==> config.mk <==
export PLATFORM = sky130hd
export DESIGN_NAME = hwpe_stream_sidech_credit_tx_flat
export DESIGN_NICKNAME = d
export VERILOG_FILES = /design/src/rtl/hwpe_stream_sidech_credit_tx_if.sv /design/src/rtl/hwpe_stream_sidech_credit_tx.sv /design/src/flat_wrapper.sv
export SDC_FILE = /design/constraint.sdc
export NUM_CORES = 1
export LEC_CHECK = 0
export CORE_MARGIN = 2
export CORE_UTILIZATION = 36
export DETAILED_ROUTE_END_ITERATION = 16
export MAX_ROUTING_LAYER = met4
export PLACE_DENSITY = 0.89
export SLEW_MARGIN = 20
export SYNTH_ARGS = -nofsm -noshare
export SYNTH_HDL_FRONTEND = slang
export SYNTH_SLANG_ARGS = --single-unit
==> constraint.sdc <==
create_clock -name clk_i -period 1.9 [get_ports clk_i]
set_input_delay 0.38 -clock clk_i [delete_from_list [all_inputs] [get_ports clk_i]]
set_output_delay 0.38 -clock clk_i [all_outputs]
set_load 0.1 [all_outputs]
==> src/rtl/hwpe_stream_sidech_credit_tx_if.sv <==
// Stream interface carrying payload beats with byte strobes and a
// valid/ready handshake. The producer side uses the source modport,
// the consumer side uses the sink modport.
interface hwpe_stream_intf_stream #(
    parameter int unsigned DATA_WIDTH = 32,
    parameter int unsigned STRB_WIDTH = DATA_WIDTH / 8
);
    logic                  valid;
    logic                  ready;
    logic [DATA_WIDTH-1:0] data;
    logic [STRB_WIDTH-1:0] strb;

    modport source (
        output valid,
        output data,
        output strb,
        input  ready
    );

    modport sink (
        input  valid,
        input  data,
        input  strb,
        output ready
    );
endinterface

==> src/rtl/hwpe_stream_sidech_credit_tx.sv <==
// Credit-based transmitter: forwards accepted stream beats (payload,
// strobes and sidechannel) over a ready-less link to a remote receiver.
// A credit counter tracks free entries in the receiver FIFO; the upstream
// ready is taken from the registered FSM state only, so neither credit_i
// nor push valid has a combinational path to it.
module hwpe_stream_sidech_credit_tx #(
    parameter int unsigned DATA_WIDTH   = 32,
    parameter int unsigned SIDECH_WIDTH = 1,
    parameter int unsigned CREDITS      = 8,
    localparam int unsigned STRB_WIDTH  = DATA_WIDTH / 8,
    localparam int unsigned CNT_WIDTH   = $clog2(CREDITS + 1)
) (
    input  logic                    clk_i,
    input  logic                    rst_ni,
    input  logic                    clear_i,
    hwpe_stream_intf_stream.sink    push_i,
    input  logic [SIDECH_WIDTH-1:0] sidech_i,
    output logic                    tx_valid_o,
    output logic [DATA_WIDTH-1:0]   tx_data_o,
    output logic [STRB_WIDTH-1:0]   tx_strb_o,
    output logic [SIDECH_WIDTH-1:0] tx_sidech_o,
    input  logic                    credit_i,
    output logic [CNT_WIDTH-1:0]    credits_o,
    output logic                    idle_o,
    output logic                    starved_o,
    output logic                    err_o
);

    localparam logic [CNT_WIDTH-1:0] CREDITS_MAX = CNT_WIDTH'(CREDITS);
    localparam logic [CNT_WIDTH-1:0] ONE         = CNT_WIDTH'(1);

    // RUN while at least one credit remains, STARVED when none do.
    typedef enum logic {
        ST_RUN     = 1'b0,
        ST_STARVED = 1'b1
    } state_t;

    state_t                  state_reg,    state_next;
    logic [CNT_WIDTH-1:0]    credit_reg,   credit_next;
    logic                    err_reg,      err_next;
    logic                    tx_valid_reg, tx_valid_next;
    logic [DATA_WIDTH-1:0]   tx_data_reg,  tx_data_next;
    logic [STRB_WIDTH-1:0]   tx_strb_reg,  tx_strb_next;
    logic [SIDECH_WIDTH-1:0] tx_sidech_reg, tx_sidech_next;

    logic ready;
    logic accept;

    // Ready depends on the registered state only.
    assign ready  = (state_reg == ST_RUN);
    assign accept = push_i.valid & ready;

    // Next-state, credit bookkeeping and output-register inputs.
    always_comb begin
        state_next     = state_reg;
        credit_next    = credit_reg;
        err_next       = err_reg;
        tx_valid_next  = 1'b0;
        tx_data_next   = '0;
        tx_strb_next   = '0;
        tx_sidech_next = '0;

        // Credit counter: a returned credit and a sent beat in the same
        // cycle cancel out. A credit arriving with the counter already full
        // is a protocol violation: saturate and flag it.
        unique case ({accept, credit_i})
            2'b10: begin
                credit_next = credit_reg - ONE;
            end
            2'b01: begin
                if (credit_reg == CREDITS_MAX) begin
                    err_next = 1'b1;
                end else begin
                    credit_next = credit_reg + ONE;
                end
            end
            default: begin
                credit_next = credit_reg;
            end
        endcase

        // The state mirrors credit_reg == 0 at all times.
        unique case (state_reg)
            ST_RUN: begin
                if (accept && !credit_i && (credit_reg == ONE)) begin
                    state_next = ST_STARVED;
                end
            end
            ST_STARVED: begin
                if (credit_i) begin
                    state_next = ST_RUN;
                end
            end
            default: begin
                state_next = ST_RUN;
            end
        endcase

        // Outgoing beat is registered; payload is forced to zero when idle.
        if (accept) begin
            tx_valid_next  = 1'b1;
            tx_data_next   = push_i.data;
            tx_strb_next   = push_i.strb;
            tx_sidech_next = sidech_i;
        end
    end

    // State register; reset and clear restore full credits and drop any
    // beat presented in the same cycle.
    always_ff @(posedge clk_i) begin
        if (!rst_ni || clear_i) begin
            state_reg     <= ST_RUN;
            credit_reg    <= CREDITS_MAX;
            err_reg       <= 1'b0;
            tx_valid_reg  <= 1'b0;
            tx_data_reg   <= '0;
            tx_strb_reg   <= '0;
            tx_sidech_reg <= '0;
        end else begin
            state_reg     <= state_next;
            credit_reg    <= credit_next;
            err_reg       <= err_next;
            tx_valid_reg  <= tx_valid_next;
            tx_data_reg   <= tx_data_next;
            tx_strb_reg   <= tx_strb_next;
            tx_sidech_reg <= tx_sidech_next;
        end
    end

    assign push_i.ready = ready;
    assign tx_valid_o   = tx_valid_reg;
    assign tx_data_o    = tx_data_reg;
    assign tx_strb_o    = tx_strb_reg;
    assign tx_sidech_o  = tx_sidech_reg;
    assign credits_o    = credit_reg;
    assign idle_o       = (credit_reg == CREDITS_MAX);
    assign starved_o    = (state_reg == ST_STARVED);
    assign err_o        = err_reg;

endmodule

==> src/flat_wrapper.sv <==
// flat-port wrapper written by rule: the top's interface ports become plain ports
module hwpe_stream_sidech_credit_tx_flat 
#(
    parameter int unsigned DATA_WIDTH   = 32,
    parameter int unsigned SIDECH_WIDTH = 1,
    parameter int unsigned CREDITS      = 8,
    localparam int unsigned STRB_WIDTH  = DATA_WIDTH / 8,
    localparam int unsigned CNT_WIDTH   = $clog2(CREDITS + 1)
)
  (clk_i, rst_ni, clear_i, sidech_i, tx_valid_o, tx_data_o, tx_strb_o, tx_sidech_o, credit_i, credits_o, idle_o, starved_o, err_o, push_i_valid, push_i_data, push_i_strb, push_i_ready);
  hwpe_stream_intf_stream #(.DATA_WIDTH(DATA_WIDTH)) push_i_i ();
  input  logic clk_i;
  input  logic rst_ni;
  input  logic clear_i;
  input  logic [SIDECH_WIDTH-1:0] sidech_i;
  output logic tx_valid_o;
  output logic [DATA_WIDTH-1:0] tx_data_o;
  output logic [STRB_WIDTH-1:0] tx_strb_o;
  output logic [SIDECH_WIDTH-1:0] tx_sidech_o;
  input  logic credit_i;
  output logic [CNT_WIDTH-1:0] credits_o;
  output logic idle_o;
  output logic starved_o;
  output logic err_o;
  input wire logic [$bits(push_i_i.valid)-1:0] push_i_valid;
  input wire logic [$bits(push_i_i.data)-1:0] push_i_data;
  input wire logic [$bits(push_i_i.strb)-1:0] push_i_strb;
  output wire logic [$bits(push_i_i.ready)-1:0] push_i_ready;
  assign push_i_i.valid = push_i_valid;
  assign push_i_i.data = push_i_data;
  assign push_i_i.strb = push_i_strb;
  assign push_i_ready = push_i_i.ready;
  hwpe_stream_sidech_credit_tx #(.DATA_WIDTH(DATA_WIDTH), .SIDECH_WIDTH(SIDECH_WIDTH), .CREDITS(CREDITS)) u_core (.clk_i(clk_i), .rst_ni(rst_ni), .clear_i(clear_i), .push_i(push_i_i), .sidech_i(sidech_i), .tx_valid_o(tx_valid_o), .tx_data_o(tx_data_o), .tx_strb_o(tx_strb_o), .tx_sidech_o(tx_sidech_o), .credit_i(credit_i), .credits_o(credits_o), .idle_o(idle_o), .starved_o(starved_o), .err_o(err_o));
endmodule
==> results of run 1 <==
## power groups by stage
stage	clock, mW	combinational, mW	sequential (mW)
floorplan	0	0.0886	1.17
global route	0.661	0.465	0.964
finish	0.593	0.446	0.961
CTS	0.617	0.449	0.961
global placement	0	0.442	0.982
detailed placement	0	0.448	0.983
## worst reg2reg max path, cell delays in order, from the launching register on
cell,delay [ps]
dfxtp_4,400
inv_1,70
ha_1,240
and3b_2,270
nand3b_1,180
and3_2,220
nor3_1,140
## synthesized netlist by cell type, types with 3 or more instances
library cell,n
and3_1,38
clkbuf_1,8
dfxtp_1,44
ha_1,3
inv_1,3
nand3_1,3
nor2_1,5
## registers in the layout, summed over array words and instances, names as in the netlist
name	count
u_core.credits_o	4
u_core.starved_o	1
u_core.tx_data_o	32
u_core.tx_strb_o	4
u_core.tx_sidech_o	1
u_core.err_o	1
u_core.tx_valid_o	1
## routing by layer
metal  vias to the layer above  global-route usage
met5                         -                   -
met4                         0              0.0536
met3                         6              0.0693
met2                        51               0.296
met1                       573               0.172
li1                        629                   -
## cell type report
| type | instances | area share |
|---|---|---|
| repair buffers | 92 | 0.366 |
| well taps | 48 | 0.0246 |
| clock buffers | 7 | 0.0353 |
| clock inverters | 1 | 0.00256 |
| flip-flops and latches | 44 | 0.365 |
| inverters | 3 | 0.00461 |
| multi-input cells | 74 | 0.202 |
## cell families (layout without fill, tap and decap cells)
kind of cell,after synthesis,in the layout,share of synthesized area
AOI/OAI and AO/OA,9,9,0.0432
buffers and inverters,12,103,0.0370
and+or+nand+nor,61,61,0.266
muxes,1,1,0.00705
DFF,44,44,0.620
adders and majority gates,3,3,0.0264
## path summary, 6_finish.rpt
check / from / end / slack [ps] / depth (start not counted)
worst max-delay path: u_core.credits_o[0] / idle_o / 80 / 4
worst min-delay path: u_core.err_o / u_core.err_o / 480 / 2
worst max register to register: u_core.credits_o[0] / u_core.credits_o[0] / 300 / 6
worst min register to register: u_core.err_o / u_core.err_o / 480 / 2
## layout by cell type, fill, tap and decap left out, drive strengths merged
cell type,instances
or4,1
a31oi,2
a21oi,2
nor3b,1
ha,3
nand2,2
a211oi,2
nand3b,1
or3b,1
inv,4
and3,39
nor2,5
nand3,4
nor2b,2
clkbuf,7
mux2i,1
a21o,2
dfxtp,44
nand2b,2
buf,51
and3b,1
nor3,2
clkdlybuf4s50,41
a221oi,1
## per-stage QoR
| stage | setup slack, ps | instances |
|---|---|---|
| 2_1_floorplan | -72.9 | 130 |
| 3_3_place_gp | -71.3 | 261 |
| 3_5_place_dp | -99.8 | 261 |
| 4_1_cts | 76.6 | 269 |
| 5_1_grt | 15.1 | 269 |
| 6_report | 79.9 | 269 |
==> impl_metrics.json, run 1 <==
{
  "status": "complete, no violations",
  "core_area_um2": 3720,
  "synth_flop_cell": "dfxtp_1",
  "firstDrtPassIters": 4,
  "grt-ovfl-total": 0,
  "post-route-drc-count": 0,
  "intPower_mw": 1.41,
  "total_power_mw": 2.00,
  "die_x_um": 66.8,
  "hold_buffers": 0,
  "finalMaxSlewViolations": 0,
  "placed_cell_area_um2": 2350,
  "maxUsedRoutingLayer": "met4",
  "grt_pass1_vias": 1229,
  "root_buffer": "clkbuf_8",
  "viasPerCell": 4.68,
  "die-area_um2": 4460,
  "n_antenna_cell": 0,
  "cp-start-kind": "register",
  "p_sw_mw": 0.592,
  "cts_buffers": 5,
  "crit_type": "reg2out",
  "p_comb_frac": 0.223,
  "vias": 1259,
  "ys_async_sr_fraction": 0,
  "clk_pin_slew_ps": 80,
  "drive_gt1_frac": 0.317,
  "ir_worst_vdd_uv": 505,
  "fp.dieH_um": 66.8,
  "synth_cells": 130,
  "dpl.hpwl_mm": 2.63,
  "antenna_found_initial": 0,
  "fmax_mhz": 549,
  "ys_ff_latch": 44,
  "clkPwrFrac": 0.297,
  "hold_path.class": "reg2reg",
  "required_ps": 1520,
  "tns_ps": 0,
  "crit_path_cell_trace": "inv_1, ha_1, and3b_2, buf_12",
  "seqCellArea_um2": 892,
  "maxCapViolCount": 0,
  "fillCellCount": 295,
  "wirelength_mm": 3.44,
  "worstSkewPairLatency_ps": 290,
  "fin_area_um2": 2440,
  "route.met3.wl_um": 252,
  "met2_length_mm": 1.79,
  "synth_cell_types": 25,
  "fin_skew_ps": 4.97,
  "cp_top_family": "flip-flops",
  "synth_edf_count": 0,
  "synth_top_area_share": 0.620,
  "fin_nets": 265,
  "clock-sinks": 44,
  "worst_setup_path_end_kind": "output port",
  "met1_length_mm": 1.35,
  "track_usage": 0.169,
  "yosysTopAreaCell": "dfxtp_1",
  "switching_share": 0.296,
  "place_congestion": 0.864,
  "rsz0062_at_grt": "no",
  "hold_violations": 0,
  "io_buffers": 87,
  "ios": 88,
  "multi_input_area_um2": 493,
  "slowest_stage": "dfxtp_4",
  "tightestPinTransition_ps": 285,
  "yosysSeqAreaShare": 0.620,
  "finalCritPeriodShare": 0.958,
  "p_per_area_nw_per_um2": 819,
  "worst_hold_slack_ps": 485,
  "cts_setup_buffers": 0,
  "cts_buffer_depth": 2,
  "sequentialPowerShare": 0.481,
  "cts_resized": 0,
  "setup_viol": 0,
  "wl_per_cell_um": 12.8,
  "p_leak_nw": 1.19,
  "ys_top_cells_by_area": "dfxtp_1 62%, and3_1 17%, ha_1 2.6%",
  "critPathArrivalTime_ps": 1440,
  "h-tree-depth": 2,
  "syn_area_um2": 1420,
  "min_period_ps": 1820,
  "utilization": 0.657,
  "path_buf_inv": 2,
  "yosys_warnings": 0,
  "grt_max_degree": 39,
  "start_util": 0.382,
  "slowest_delay_ps": 400,
  "cp_max_fo": 6,
  "syn_nets": 175,
  "area_delta_synth_final_pct": 72.0,
  "grt_pass1_wl_mm": 5.35,
  "avgSynthCellArea_um2": 10.9,
  "num_rows": 22,
  "drtAntennaViolNets": 0,
  "slew_headroom": 0.811,
  "drtIter0Drc": 87,
  "cts_tree": "done"
}
No activity file was read; power rests on OpenSTA's default activity.
==> inputs of run 2 (changes only) <==
--- a/config.mk
+++ b/config.mk
@@ -5,11 +5,12 @@
 export SDC_FILE = /design/constraint.sdc
 export NUM_CORES = 1
 export LEC_CHECK = 0
+export ABC_AREA = 1
 export CORE_MARGIN = 2
-export CORE_UTILIZATION = 36
+export CORE_UTILIZATION = 33
 export DETAILED_ROUTE_END_ITERATION = 16
 export MAX_ROUTING_LAYER = met4
-export PLACE_DENSITY = 0.89
+export PLACE_DENSITY = 0.84
 export SLEW_MARGIN = 20
 export SYNTH_ARGS = -nofsm -noshare
 export SYNTH_HDL_FRONTEND = slang
==> constraint.sdc (replaced) <==
create_clock -name clk_i -period 1.45 [get_ports clk_i]
set_input_delay 0.29 -clock clk_i [delete_from_list [all_inputs] [get_ports clk_i]]
set_output_delay 0.29 -clock clk_i [all_outputs]
set_load 0.1 [all_outputs]
==> run 2 against run 1 <==
Net effect: the run now ends with negative setup slack left; power grew 34%; final cell count grew 24%; via count grew 9.4%; clock-buffer cell count shrank 1; core utilization grew 4.1 points; non-clock buffer count grew 3; critical endpoint unchanged; largest power group unchanged; highest routed layer unchanged.
==> impl_metrics.json, run 2 <==
{
  "status": "finished with violations",
  "violations": "negative setup slack",
  "grt_pass1_wl_mm": 5.91,
  "crit_type": "reg2out",
  "grt_max_degree": 38,
  "p_sw_mw": 0.820,
  "dp.cells": 320,
  "final_cells": 333,
  "p_leak_nw": 1.44,
  "num_rows": 24,
  "yosysTopAreaCell": "dfxtp_1",
  "rsz0062_at_grt": "yes",
  "fin_area_um2": 3060,
  "grtUsageMet1": 0.154,
  "grt_pass1_vias": 1367,
  "fp.dieH_um": 71.5,
  "final_cell_mix": "46 x buf_12, 42 x inv_1, 41 x clkdlybuf4s50_1",
  "synth_cells": 181,
  "finalMaxSlewViolations": 0,
  "ios": 88,
  "n_antenna_cell": 0,
  "ys_ff_latch": 44,
  "yosysSeqAreaShare": 0.585,
  "cp-start-kind": "register",
  "h-tree-depth": 2,
  "ys_async_sr_fraction": 0,
  "ff2ff_setup_slack_ps": 220,
  "ys_top_cells_by_count": "45 x inv_1, 44 x dfxtp_1, 37 x nor2_1, 19 x nand2_1, 8 x nand3_1",
  "p_comb_frac": 0.258,
  "hold_violations": 0,
  "cp_max_fo": 2,
  "required_ps": 1160,
  "syn_area_um2": 1510,
  "finalCritPeriodShare": 1.04,
  "die-area_um2": 5120,
  "drtIter0Drc": 44,
  "vias": 1377,
  "dpl.hpwl_mm": 2.80,
  "fin_skew_ps": 2.56,
  "avgSynthCellArea_um2": 8.32,
  "viasPerCell": 4.14,
  "maxCapViolCount": 0,
  "start_util": 0.343,
  "antenna_found_initial": 0,
  "wl_per_cell_um": 10.8,
  "synth_top_area_share": 0.585,
  "synth_edf_count": 0,
  "hold_path.class": "in2reg",
  "sequentialPowerShare": 0.472,
  "fin_ws_ps": -60.4,
  "clk_pin_slew_ps": 80,
  "core_area_um2": 4380,
  "io_buffers": 87,
  "ir_worst_vdd_uv": 540,
  "top_usage_layer": "met2",
  "placed_cell_area_um2": 2940,
  "critPathArrivalTime_ps": 1220,
  "seqCellArea_um2": 897,
  "root_buffer": "clkbuf_8",
  "clkPwrFrac": 0.270,
  "largest_register_ff_count": 32,
  "synth_flop_cell": "dfxtp_1",
  "drive_gt1_frac": 0.302,
  "worst_setup_path_end_kind": "output port",
  "fillCellCount": 316,
  "p_per_area_nw_per_um2": 879,
  "met3_usage": 0.0647,
  "die_x_um": 71.5,
  "ys_top_cells_by_area": "dfxtp_1 59%, inv_1 11%, nor2_1 9.2%",
  "firstDrtPassIters": 4,
  "clock-sinks": 44,
  "tightestPinTransition_ps": 386,
  "slew_headroom": 0.743,
  "yosysMostFrequentCell": "inv_1",
  "min_period_ps": 1510,
  "final_common_cell": "buf_12",
  "wirelength_mm": 3.59,
  "grt_util_met2": 0.265,
  "worstSkewPairLatency_ps": 280,
  "switching_share": 0.305,
  "syn_nets": 226,
  "synth_cell_types": 16,
  "worst_hold_slack_ps": 517,
  "post-route-drc-count": 0,
  "setup_viol": 1,
  "hold_buffers": 0,
  "cts_buffers": 5,
  "intPower_mw": 1.87,
  "fin_nets": 325,
  "fmax_mhz": 662,
  "grt-ovfl-total": 0,
  "multi_input_area_um2": 424,
  "yosys_warnings": 0,
  "track_usage": 0.153,
  "area_delta_synth_final_pct": 103,
  "cts_buffer_depth": 2,
  "place_congestion": 0.838,
  "drtAntennaViolNets": 0,
  "cts_tree": "done"
}
==> run 2: cell count changes after synthesis, sizes merged, moves of 3 or more <==
cell / before / now
clkbuf: 8 / 0
and3: 39 / 0
nor2: 5 / 45
nand2: 2 / 21
a21oi: 2 / 5
inv: 3 / 49
nand3: 4 / 9
==> run 2: power by group through the flow <==
stage / clock (mW) / combinational (mW) / sequential, mW
after floorplan: 0 / 0.139 / 1.53
after global placement: 0 / 0.670 / 1.30
after detailed placement: 0 / 0.679 / 1.30
after CTS: 0.761 / 0.698 / 1.27
after global routing: 0.815 / 0.728 / 1.27
final: 0.726 / 0.695 / 1.27
==> run 2: routing by layer <==
metal / wire length [µm] / part of all wire
met5: 0 / 0
met4: 27 / 0.0075
met3: 283 / 0.079
met2: 1980 / 0.55
met1: 1300 / 0.36
==> run 2: cell families after synthesis <==
group | count (synthesis) | synth area share
simple gates | 76 | 0.222
buf+inv | 52 | 0.146
flops | 44 | 0.585
compound gates | 6 | 0.0216
fa+ha+maj | 3 | 0.0249
==> run 2: area by class of cell <==
cell class | instances | share of cell area
tap | 52 | 0.0213
clock inverter | 2 | 0.00368
multi-input combinational | 85 | 0.139
timing repair buffer | 95 | 0.455
clock buffer | 6 | 0.0237
sequential | 44 | 0.293
inverter | 49 | 0.0646
==> run 2: repair_timing <==
item / in CTS / in global routing
pin swaps: 1 / 0
setup buffers: 5 / 0
resized for setup: 0 / 0
endpoints found under the setup margin: 1 / 1
==> run 2: worst paths after layout <==
kind | startpoint | endpoint | cells after the start
max reg2reg | u_core.credits_o[0] | u_core.credits_o[2] | 9
min | push_i_data[0] | u_core.tx_data_o[0] | 3
max | u_core.credits_o[1] | idle_o | 5
min reg2reg | u_core.credits_o[3] | u_core.credits_o[3] | 2
==> run 2: worst max-delay path, cell delays in order (launching register included) <==
cell,delay [ps]
dfxtp_4,370
inv_4,40
ha_4,150
nand3_4,70
clkinvlp_4,120
buf_12,180
==> run 2: through the flow <==
stage,worst slack (ps),utilization,setup TNS [ps],total power [mW]
final,-60.4,0.698,-60.4,2.69
after global routing,-115,0.698,-115,2.82
after CTS,-78.1,0.698,-78.1,2.73
after detailed placement,-98.8,0.670,-1350,1.98
after global placement,-80.3,0.670,-826,1.97
after floorplan,-272,-,-644,1.67
==> inputs of run 3 (changes only) <==
--- a/config.mk
+++ b/config.mk
@@ -7,10 +7,10 @@
 export LEC_CHECK = 0
 export ABC_AREA = 1
 export CORE_MARGIN = 2
-export CORE_UTILIZATION = 33
+export CORE_UTILIZATION = 40
 export DETAILED_ROUTE_END_ITERATION = 16
 export MAX_ROUTING_LAYER = met4
-export PLACE_DENSITY = 0.84
+export PLACE_DENSITY = 0.94
 export SLEW_MARGIN = 20
 export SYNTH_ARGS = -nofsm -noshare
 export SYNTH_HDL_FRONTEND = slang
==> constraint.sdc (replaced) <==
create_clock -name clk_i -period 1.9 [get_ports clk_i]
set_input_delay 0.38 -clock clk_i [delete_from_list [all_inputs] [get_ports clk_i]]
set_output_delay 0.38 -clock clk_i [all_outputs]
set_load 0.1 [all_outputs]
==> run 3 against run 2 <==
Net effect: via count decreased by 2.2%; final cell count decreased by 3.6%; critical endpoint unchanged; sequential cell count unchanged; largest power group unchanged; sequential power down 24%; setup slack gained 130 ps; the flow now finishes without violations; global-route usage is 1.4 points higher; die area shrank 17%; wire length shrank 8.6%; register-to-register slack improved by 290 ps.
==> impl_metrics.json, run 3 (synthesis gave the netlist of run 2 again) <==
{
  "switching_share": 0.294,
  "drtIter0Drc": 118,
  "slowest_stage": "dfxtp_4",
  "p_sw_mw": 0.621,
  "num_rows": 22,
  "critPathArrivalTime_ps": 1450,
  "dpl_worst_slack_ps": 252,
  "total_power_mw": 2.11,
  "grt_pass1_vias": 1289,
  "grt_max_degree": 38,
  "h-tree-depth": 2,
  "rsz0062_at_grt": "no",
  "crit_type": "reg2out",
  "worstSkewPairLatency_ps": 290,
  "clock-sinks": 44,
  "firstDrtPassIters": 4,
  "slew_headroom": 0.739,
  "utilization": 0.683,
  "ir_worst_vdd_uv": 663,
  "cts_setup_buffers": 0,
  "track_usage": 0.167,
  "final_cell_mix": "44 x inv_1, 41 x clkdlybuf4s50_1, 41 x buf_4",
  "met3_usage": 0.0565,
  "root_buffer": "clkbuf_8",
  "fin_nets": 317,
  "drive_gt1_frac": 0.275,
  "vias": 1347,
  "cts_buffers": 5,
  "worst_hold_slack_ps": 490,
  "wl_per_cell_um": 10.2,
  "hold_path.class": "reg2reg",
  "maxCapViolCount": 0,
  "fmax_mhz": 546,
  "required_ps": 1520,
  "hold_buffers": 0,
  "p_comb_frac": 0.211,
  "cts_buffer_depth": 2,
  "setup_viol": 0,
  "clk_pin_slew_ps": 90,
  "finalCritPeriodShare": 0.965,
  "fillCellCount": 309,
  "cts_tree": "done",
  "core_area_um2": 3630,
  "wirelength_mm": 3.28,
  "fin_skew_ps": 8.05,
  "p_per_area_nw_per_um2": 852,
  "die_x_um": 65.3,
  "tightestPinTransition_ps": 392,
  "min_period_ps": 1830,
  "hold_violations": 0,
  "antenna_found_initial": 0,
  "final_cells": 321,
  "grt-ovfl-total": 0,
  "cp-start-kind": "register",
  "dpl.hpwl_mm": 2.63,
  "grtUsageMet1": 0.170,
  "tns_ps": 0,
  "fp.dieH_um": 65.3,
  "fin_ws_ps": 67.4,
  "sequentialPowerShare": 0.454,
  "worst_setup_path_end_kind": "output port",
  "path_buf_inv": 3,
  "drtAntennaViolNets": 0,
  "grt_util_met2": 0.291,
  "cts_resized": 0,
  "clkPwrFrac": 0.335,
  "cp_max_fo": 7,
  "finalMaxSlewViolations": 0,
  "post-route-drc-count": 0,
  "intPower_mw": 1.49,
  "placed_cell_area_um2": 2360,
  "cp_top_family": "flip-flops",
  "n_antenna_cell": 0,
  "status": "complete, no violations",
  "start_util": 0.414,
  "p_leak_nw": 1.28,
  "final_common_cell": "inv_1",
  "io_buffers": 87,
  "slowest_delay_ps": 410,
  "top_usage_layer": "met2",
  "area_delta_synth_final_pct": 64.8,
  "crit_path_cell_trace": "inv_1, ha_1, nand3_2, clkinvlp_4, buf_12",
  "grt_pass1_wl_mm": 5.26,
  "die-area_um2": 4270,
  "place_congestion": 0.897,
  "viasPerCell": 4.20,
  "ios": 88,
  "largest_register_ff_count": 32,
  "fin_area_um2": 2480,
  "dp.cells": 313
}
## run 3: cell types whose count changed in the layout (fill, tap and decap cells not counted), moves of 2 or more
cell / change
buf_12: -41
dfxtp_2: +2
dfxtp_4: -2
buf_4: +33
inv_1: +2
inv_4: -4
## run 3: power groups by stage
| stage | logic (mW) | clock network [mW] | registers, mW |
|---|---|---|---|
| after floorplan | 0.101 | 0 | 1.17 |
| after global placement | 0.444 | 0 | 0.980 |
| after detailed placement | 0.448 | 0 | 0.982 |
| after CTS | 0.449 | 0.729 | 0.960 |
| after global routing | 0.469 | 0.773 | 0.963 |
| final | 0.446 | 0.707 | 0.960 |
## run 3: layout make-up
class | count | area (µm²) | share of cell area
flip-flops and latches | 44 | 892 | 0.360
repair buffers | 87 | 818 | 0.330
multi-input cells | 85 | 404 | 0.163
inverters | 49 | 190 | 0.0767
clock buffers | 5 | 68.8 | 0.0277
well taps | 48 | 60.1 | 0.0242
clock inverters | 3 | 46.3 | 0.0187
## run 3: worst paths after layout
check	slack, ps	end	depth (start not counted)	start
setup / recovery	70	idle_o	5	u_core.credits_o[0]
hold / removal	490	u_core.err_o	2	u_core.err_o
setup reg to reg	510	u_core.credits_o[3]	8	u_core.credits_o[0]
hold reg to reg	490	u_core.err_o	2	u_core.err_o
## run 3: per-layer routing
| metal | part of all wire | wire length [µm] |
|---|---|---|
| met2 | 0.55 | 1800 |
| met5 | 0 | 0 |
| met3 | 0.068 | 222 |
| met4 | 0.021 | 68 |
| met1 | 0.36 | 1190 |
## run 3: worst reg2reg max path, delay by kind of cell (launching register included)
kind	cells	cell delay, ps
buf+inv	1	70
simple gates	6	560
fa+ha+maj	1	240
flops	1	410
